### src/rtl/bcd_serial_pkg.sv
// Shared types and constants for the serial BCD parity generator.
// Digits arrive LSB first, four bits per digit.
package bcd_serial_pkg;

   typedef enum logic {
      IDLE = 1'b0,
      RUN  = 1'b1
   } state_e;

   localparam int BITS_PER_DIGIT = 4;
   localparam int BCD_MAX        = 9;
   localparam int BIT_CNT_W      = $clog2(BITS_PER_DIGIT);

   // Parity bit that makes (frame ones + z) odd when odd is set, even otherwise.
   function automatic logic parity_bit(input logic par, input logic x, input logic odd);
      return odd ? ~(par ^ x) : (par ^ x);
   endfunction

endpackage

### src/rtl/bcd_digit_checker.sv
// Per-digit bit counter and BCD range check; flags the 4th bit of each digit
// and whether the digit being completed exceeds the BCD range.
module bcd_digit_checker
   import bcd_serial_pkg::*;
(
   input  logic clock,
   input  logic reset,
   input  logic clear_i,
   input  logic advance_i,
   input  logic x_i,
   output logic digit_last_o,
   output logic digit_bad_o
);

   localparam logic [BIT_CNT_W-1:0] LAST_BIT = BIT_CNT_W'(BITS_PER_DIGIT - 1);

   logic [BIT_CNT_W-1:0] bit_cnt_q, bit_cnt_d;
   logic                 h_q, h_d;

   always_ff @(posedge clock or negedge reset) begin
      if (!reset) begin
         bit_cnt_q <= '0;
         h_q       <= 1'b0;
      end else begin
         bit_cnt_q <= bit_cnt_d;
         h_q       <= h_d;
      end
   end

   always_comb begin
      bit_cnt_d = bit_cnt_q;
      h_d       = h_q;
      if (clear_i) begin
         bit_cnt_d = '0;
         h_d       = 1'b0;
      end else if (advance_i) begin
         bit_cnt_d = bit_cnt_q + BIT_CNT_W'(1);
         if (bit_cnt_q == LAST_BIT) begin
            h_d = 1'b0;
         end else if (bit_cnt_q != '0) begin
            h_d = h_q | x_i;
         end
      end
   end

   assign digit_last_o = (bit_cnt_q == LAST_BIT);

   // Bits 1 and 2 are folded into h, so {b3,h,0,0} exceeds BCD_MAX exactly when b3 & h.
   assign digit_bad_o = digit_last_o & ({x_i, h_q, 2'b00} > 4'(BCD_MAX));

endmodule

### src/rtl/serial_bcd_parity_gen.sv
// Serial BCD frame parity generator: accumulates parity over 4*DIGITS consumed
// bits and presents the parity bit (Mealy) on the frame's last bit.
module serial_bcd_parity_gen
   import bcd_serial_pkg::*;
#(
   parameter int DIGITS     = 4,
   parameter bit ERR_STICKY = 1'b1
) (
   input  logic                         clock,
   input  logic                         reset,
   input  logic                         x,
   input  logic                         x_valid,
   input  logic                         clear,
   input  logic                         odd_mode,
   output logic                         z,
   output logic                         done,
   output logic                         bcd_err,
   output logic [$clog2(DIGITS+1)-1:0]  digit_idx,
   output logic                         busy
);

   localparam int               IDX_W      = $clog2(DIGITS + 1);
   localparam logic [IDX_W-1:0] LAST_DIGIT = IDX_W'(DIGITS - 1);

   state_e           state_q, state_d;
   logic             par_q, par_d;
   logic [IDX_W-1:0] digit_q, digit_d;
   logic             err_q, err_d;

   logic consume;
   logic digit_last;
   logic digit_bad;
   logic frame_last;
   logic err_det;

   // clear wins over a simultaneous x_valid
   assign consume = x_valid & ~clear;

   bcd_digit_checker u_checker (
      .clock        (clock),
      .reset        (reset),
      .clear_i      (clear),
      .advance_i    (consume),
      .x_i          (x),
      .digit_last_o (digit_last),
      .digit_bad_o  (digit_bad)
   );

   assign frame_last = consume & digit_last & (digit_q == LAST_DIGIT);
   assign err_det    = consume & digit_bad;

   always_ff @(posedge clock or negedge reset) begin
      if (!reset) begin
         state_q <= IDLE;
         par_q   <= 1'b0;
         digit_q <= '0;
         err_q   <= 1'b0;
      end else begin
         state_q <= state_d;
         par_q   <= par_d;
         digit_q <= digit_d;
         err_q   <= err_d;
      end
   end

   always_comb begin
      state_d = state_q;
      par_d   = par_q;
      digit_d = digit_q;
      err_d   = err_q;
      if (clear) begin
         state_d = IDLE;
         par_d   = 1'b0;
         digit_d = '0;
         err_d   = 1'b0;
      end else if (consume) begin
         state_d = RUN;
         par_d   = par_q ^ x;
         if (digit_last) begin
            digit_d = (digit_q == LAST_DIGIT) ? '0 : digit_q + IDX_W'(1);
         end
         if (err_det) begin
            err_d = 1'b1;
         end
         // Frame end returns to IDLE; the next consumed bit starts a new frame.
         if (frame_last) begin
            state_d = IDLE;
            par_d   = 1'b0;
            err_d   = 1'b0;
         end
      end
   end

   assign done      = frame_last;
   assign z         = frame_last & parity_bit(par_q, x, odd_mode);
   assign bcd_err   = ERR_STICKY ? (err_q | err_det) : err_det;
   assign digit_idx = digit_q;
   assign busy      = (state_q == RUN);

endmodule

### config.mk
export PLATFORM = sky130hd
export DESIGN_NAME = serial_bcd_parity_gen
export DESIGN_NICKNAME = d
export VERILOG_FILES = /design/src/rtl/bcd_serial_pkg.sv /design/src/rtl/bcd_digit_checker.sv /design/src/rtl/serial_bcd_parity_gen.sv
export SDC_FILE = /design/constraint.sdc
export NUM_CORES = 1
export LEC_CHECK = 0
export ABC_AREA = 1
export ABC_CLOCK_PERIOD_IN_PS = 1100
export CAP_MARGIN = 20
export CORE_AREA = 2 2 40 42
export DETAILED_ROUTE_END_ITERATION = 10
export DIE_AREA = 0 0 42 44
export GPL_TIMING_DRIVEN = 0
export PLACE_DENSITY_LB_ADDON = 0.15
export SLEW_MARGIN = 30
export SYNTH_ARGS = -nofsm -noshare
export SYNTH_HDL_FRONTEND = slang
export SYNTH_HIERARCHICAL = 1
export SYNTH_SLANG_ARGS = --single-unit
### constraint.sdc
create_clock -name clock -period 1.1 [get_ports clock]
set_input_delay 0.11 -clock clock [delete_from_list [all_inputs] [get_ports clock]]
set_output_delay 0.11 -clock clock [all_outputs]
set_load 0.005 [all_outputs]
Yosys cells after proc, flatten, opt, wreduce, memory -nomap -nowiden
Cells that the tools add are included. Widths: inputs -> output; s select.

Output and inout bits: 7. Bits of input ports: 6. Word-level logic and storage cells: 51. Flip-flop bits (word level): 9.

Bitwise gates (word level): 11. Magnitude comparators: 1. Eq/ne operators: 2. Muxes and demuxes: 21. Reduce and logical (&&, ||, !) cells: 8. Add/subtract/negate cells: 2.

Operator list (number): $mux 1 (15); $mux 3 (4); $and 1x1->1 (6); $reduce_and 2->1 (3); $reduce_bool 2->1 (3); $reduce_bool 3->1 (2); $gt 4x4->1 const B (1); $mux 2 (2); $add 3x1->3 const B (1); $eq 3x2->1 const B (1); $add 2x1->2 const B (1); $eq 2x2->1 const B (1); $not 1->1 (2); $or 1x1->1 (2); $xor 1x1->1 (1).

Logic depth before layout (Yosys ltp)
Word-level depth: 7. Gate-level depth with buffers: 7. Mapped depth without buffers: 7.

Modules after synthesis
The synthesis kept the hierarchy.

By module, submodules not included: serial_bcd_parity_gen (seq. area each 150.1 sq um, cells an instance 49, area each 354.1 sq um, instances 1); bcd_digit_checker (seq. area each 75.1 sq um, cells an instance 22, area each 183.9 sq um, instances 1).

Worst setup path before layout
OpenSTA, ideal clock, no wires.

Kind: register to output. Start point: register u_checker.bit_cnt_q[0]. End point: output port bcd_err. Data required time: 0.990 ns. Slack: -0.053 ns. Arrival: 1.043 ns. Path buffers: 0. Cell stages (with the launch flop): 7. Cells stage by stage: dfrtp_1 -> ha_1 -> nand2_1 -> nor2_1 -> inv_1 -> nor2_1 -> or2_2.

Word-level cells in the longest chain between the ends: 4.

RTL lines: start, declared (line bcd_digit_checker.sv:17) `logic [BIT_CNT_W-1:0] bit_cnt_q, bit_cnt_d;`; start signal, assigned (line bcd_digit_checker.sv:25) `bit_cnt_q <= bit_cnt_d;`; $eq 2x2->1 (line bcd_digit_checker.sv:46) `assign digit_last_o = (bit_cnt_q == LAST_BIT);`; net digit_last (line serial_bcd_parity_gen.sv:31) `logic digit_last;`; $and 1x1->1 (line bcd_digit_checker.sv:49) `assign digit_bad_o = digit_last_o & ({x_i, h_q, 2'b00} > 4'(BCD_MAX));`; net digit_bad (line serial_bcd_parity_gen.sv:32) `logic digit_bad;`; $and 1x1->1 (line serial_bcd_parity_gen.sv:50) `assign err_det = consume & digit_bad;`; $or 1x1->1 (line serial_bcd_parity_gen.sv:96) `assign bcd_err = ERR_STICKY ? (err_q | err_det) : err_det;`; end, declared (line serial_bcd_parity_gen.sv:17) `output logic bcd_err,`.

The timed path passes the listed nets, and every way through them passes these cells.

Worst setup path after layout
Start point: register u_checker.bit_cnt_q[1]. End point: output port bcd_err.

Same word-level chain as after synthesis.

==> PnR_summary.wiki <==
{| class="wikitable"
! Metric !! Value
|-
| Outcome || finished with violations
|-
| Failing checks || setup timing
|-
| Sum of routed wire length over all layers || 1.24 mm
|-
| Kind of end point of the critical path || output pin
|-
| Critical Path Start Type || register
|-
| Post-route clock period utilization || 144%
|-
| Number of antenna violations at the first check in global routing || 0
|-
| Via/cell ratio || 4.54
|-
| Worst flop-to-flop path endpoint || digit_idx[0]$_DFFE_PN0P_
|-
| Clock Pin Slew Worst Setup and Hold Paths || 0.06 ns
|-
| Data required, critical path || 0.99 ns
|-
| Count of antenna-violating nets left after detailed routing || 0
|-
| Cell area after synthesis || 538 um^2
|-
| CTS Buffer Depth || 2
|-
| TritonCTS clock tree || yes
|-
| Number of library cell types mapped by synthesis || 15
|-
| Number of cells in the design after placement || 99
|-
| Unrepaired setup endpoints after global routing || true
|-
| Critical path class || register to output pin
|-
| Count of state elements after synthesis || 9
|-
| Largest net degree at the start of global routing || 10
|-
| Final count of pins violating max slew || 0
|-
| Number of hold-slack violations in the final timing report || 0
|-
| Worst hold path class || input pin to asynchronous set/reset pin
|-
| Number of sinks handled by clock tree synthesis || 9
|-
| Setup Skew || 0.00814 ns
|-
| Arrival time at the worst endpoint || 1.48 ns
|-
| Max Clock Freq || 631 MHz
|-
| Final Instance Area || 872 um^2
|-
| Number of global-route vias before repair || 507
|-
| Vias || 517
|-
| Area inside the core boundary || 0.00142 mm^2
|-
| Share of cells above drive strength 1 || 42.9%
|-
| Syn Nets || 80
|-
| Final setup margin || -0.485 ns
|-
| Static leakage || 0.468 nW
|-
| DIE HEIGHT || 44 um
|-
| Number of DRC violations after detailed routing || 0
|-
| Number of rows in the core area || 14
|-
| Total clock buffers created by CTS || 3
|-
| Pre-antenna DRT Iters || 4
|-
| Syn. warnings || 6
|-
| Global-route congestion overflow total || 0
|-
| Slew of the pin with the lowest slew margin || 0.433 ns
|-
| Port Buffers || 12
|-
| Wire length of the first global-routing pass || 1.97 mm
|-
| Routed wire per std cell || 10.9 um
|-
| Diode insertion count for antenna repair || 0
|-
| Fillers || 125
|-
| Die area || 0.00185 mm^2
|-
| Cells on worst reg2reg path || 7
|-
| Post-layout minimum cycle time || 1.59 ns
|-
| Number of instances in the synthesized netlist || 71
|-
| DRT iter0 DRCs || 4
|-
| Initial Util || 37.9%
|-
| R2r setup slk || -0.24 ns
|-
| Fin util || 61.5%
|-
| Power Density || 835 mW/mm^2
|-
| Startpoint of the worst-slack reg-to-reg timing path || u_checker/bit_cnt_q[1]$_DFFE_PN0P_
|-
| Number of standard cells in the final layout excluding fillers || 114
|-
| Area growth, synth to finish || 62.1%
|-
| Root cell of the clock tree || sky130_fd_sc_hd__clkbuf_4
|-
| DP Wirelength || 762 um
|-
| Count of hold-fix buffers inserted at cts || 0
|-
| Final Net Count || 108
|-
| Rel. slew slack || 71.0%
|-
| Worst hold margin || 0.153 ns
|-
| Area after DPL || 683 um^2
|-
| Endpoints failing setup || 9
|-
| CTS H-tree depth || 1
|-
| Weighted congestion reported at the end of routability-driven placement || 0.672
|-
| Launch point of the critical path || u_checker/bit_cnt_q[1]$_DFFE_PN0P_
|-
| Mean cell area of the mapped netlist || 7.58 um^2
|-
| Number of maximum-capacitance constraint violations || 0
|-
| Minimum setup slack after placement || -0.598 ns
|-
| End point of the critical path || bcd_err
|-
| Peak VDD IR || 0.660 mV
|-
| Number of I/O pins || 13
|-
| Global-route usage over all layers || 14.5%
|-
| Horizontal die dimension || 42 um
|-
| Portion of the post-synthesis area used by sequential elements || 41.9%
|-
| Critical-path maximum fanout || 2
|-
| Clock insertion delay at the later pin of the skew report || 0.26 ns
|}
[critical path, cell delays in order, from the launching register on]
cell	delay, ns
sky130_fd_sc_hd__dfrtp_1	0.40
sky130_fd_sc_hd__ha_4	0.19
sky130_fd_sc_hd__buf_6	0.11
sky130_fd_sc_hd__nand2_1	0.06
sky130_fd_sc_hd__nor2_1	0.04
sky130_fd_sc_hd__inv_1	0.06
sky130_fd_sc_hd__nor2_2	0.04
sky130_fd_sc_hd__or2_4	0.22
sky130_fd_sc_hd__buf_6	0.11
[logic make-up after synthesis]
kind of cell,share of synthesized area (%)
simple gates,27.2
buf+inv,13.3
compound gates,10.7
flops,41.9
fa+ha+maj,6.98
[what timing repair did]
item	in CTS	in global routing
resized for setup	29	21
buffers inserted	9	4
pin swaps	6	6
endpoints found under the setup margin	9	14
cloned	0	0
[layout by cell type (no fill, tap or decap)]
cell type	n
sky130_fd_sc_hd__buf_2	1
sky130_fd_sc_hd__nand2_1	10
sky130_fd_sc_hd__dfrtp_1	9
sky130_fd_sc_hd__dlygate4sd2_1	2
sky130_fd_sc_hd__nor2_1	3
sky130_fd_sc_hd__nand3_4	1
sky130_fd_sc_hd__nand3_1	5
sky130_fd_sc_hd__o22ai_2	1
sky130_fd_sc_hd__o21ai_0	2
sky130_fd_sc_hd__inv_1	15
sky130_fd_sc_hd__a21o_2	1
sky130_fd_sc_hd__ha_1	1
sky130_fd_sc_hd__a21oi_2	2
sky130_fd_sc_hd__clkdlybuf4s50_1	3
sky130_fd_sc_hd__dlymetal6s2s_1	2
sky130_fd_sc_hd__nand2_2	4
sky130_fd_sc_hd__ha_2	1
sky130_fd_sc_hd__nand2_4	3
sky130_fd_sc_hd__clkbuf_4	3
sky130_fd_sc_hd__ha_4	1
sky130_fd_sc_hd__inv_4	1
sky130_fd_sc_hd__nor2_2	1
sky130_fd_sc_hd__or2_4	1
sky130_fd_sc_hd__clkbuf_2	1
sky130_fd_sc_hd__nor2_4	1
sky130_fd_sc_hd__buf_4	7
sky130_fd_sc_hd__o21ai_1	3
sky130_fd_sc_hd__nand3_2	2
sky130_fd_sc_hd__buf_6	7
sky130_fd_sc_hd__clkbuf_1	1
sky130_fd_sc_hd__inv_2	3
[registers in the layout, indices dropped and copies added, names as in the netlist]
signal,count
digit_idx,3
busy,1
err_q,1
u_checker/h_q,1
par_q,1
u_checker/bit_cnt_q,2
[per-layer routing]
layer	global-route usage (%)	routed length [um]	up-vias
met5	0	0	-
met4	3.87	29	0
met3	7.92	60	2
met2	25.0	664	11
met1	15.4	485	234
li1	-	-	270
[Yosys cell counts]
| cell type | n | area (um^2) |
|---|---|---|
| sky130_fd_sc_hd__nand2_1 | 15 | 56.3 |
| sky130_fd_sc_hd__a21oi_2 | 2 | 17.5 |
| sky130_fd_sc_hd__nor2_4 | 1 | 11.3 |
| sky130_fd_sc_hd__inv_2 | 3 | 11.3 |
| sky130_fd_sc_hd__a21o_2 | 1 | 8.76 |
| sky130_fd_sc_hd__ha_1 | 3 | 37.5 |
| sky130_fd_sc_hd__nand3_2 | 1 | 10.0 |
| sky130_fd_sc_hd__nor2_1 | 4 | 15.0 |
| sky130_fd_sc_hd__nand2_2 | 2 | 12.5 |
| sky130_fd_sc_hd__inv_1 | 16 | 60.1 |
| sky130_fd_sc_hd__dfrtp_1 | 9 | 225 |
| sky130_fd_sc_hd__o22ai_1 | 1 | 6.26 |
| sky130_fd_sc_hd__or2_2 | 1 | 6.26 |
| sky130_fd_sc_hd__o21ai_0 | 5 | 25.0 |
| sky130_fd_sc_hd__nand3_1 | 7 | 35.0 |
[per-stage QoR]
step                setup TNS, ns  power (mW)
floorplan                       0       0.415
global placement            -2.49       0.460
detailed placement          -2.49       0.461
CTS                         -1.63       0.725
global route                -2.71       0.774
finish                      -2.22       0.728
[power by group]
part | switching, mW | total [mW] | internal, mW
Sequential | 0.00987 | 0.355 | 0.345
Combinational | 0.0696 | 0.119 | 0.0492
Clock | 0.114 | 0.254 | 0.140
Total | 0.194 | 0.728 | 0.534
[area by class of cell]
class	count	area [um^2]	area share, %
clock buffer	4	26.3	3.01
tap	16	20.0	2.30
inverter	19	73.8	8.46
multi-input combinational	43	313	35.9
timing repair buffer	23	214	24.5
sequential	9	225	25.8
[how the worst min path moves through the flow]
stage,start,to
final,reset,digit_idx[0]$_DFFE_PN0P_
after global routing,reset,digit_idx[0]$_DFFE_PN0P_
after CTS,reset,digit_idx[1]$_DFFE_PN0P_
after detailed placement,reset,digit_idx[1]$_DFFE_PN0P_
after global placement,reset,digit_idx[1]$_DFFE_PN0P_
after floorplan,reset,busy$_DFFE_PN0P_
(Power assumes the default switching activity.)
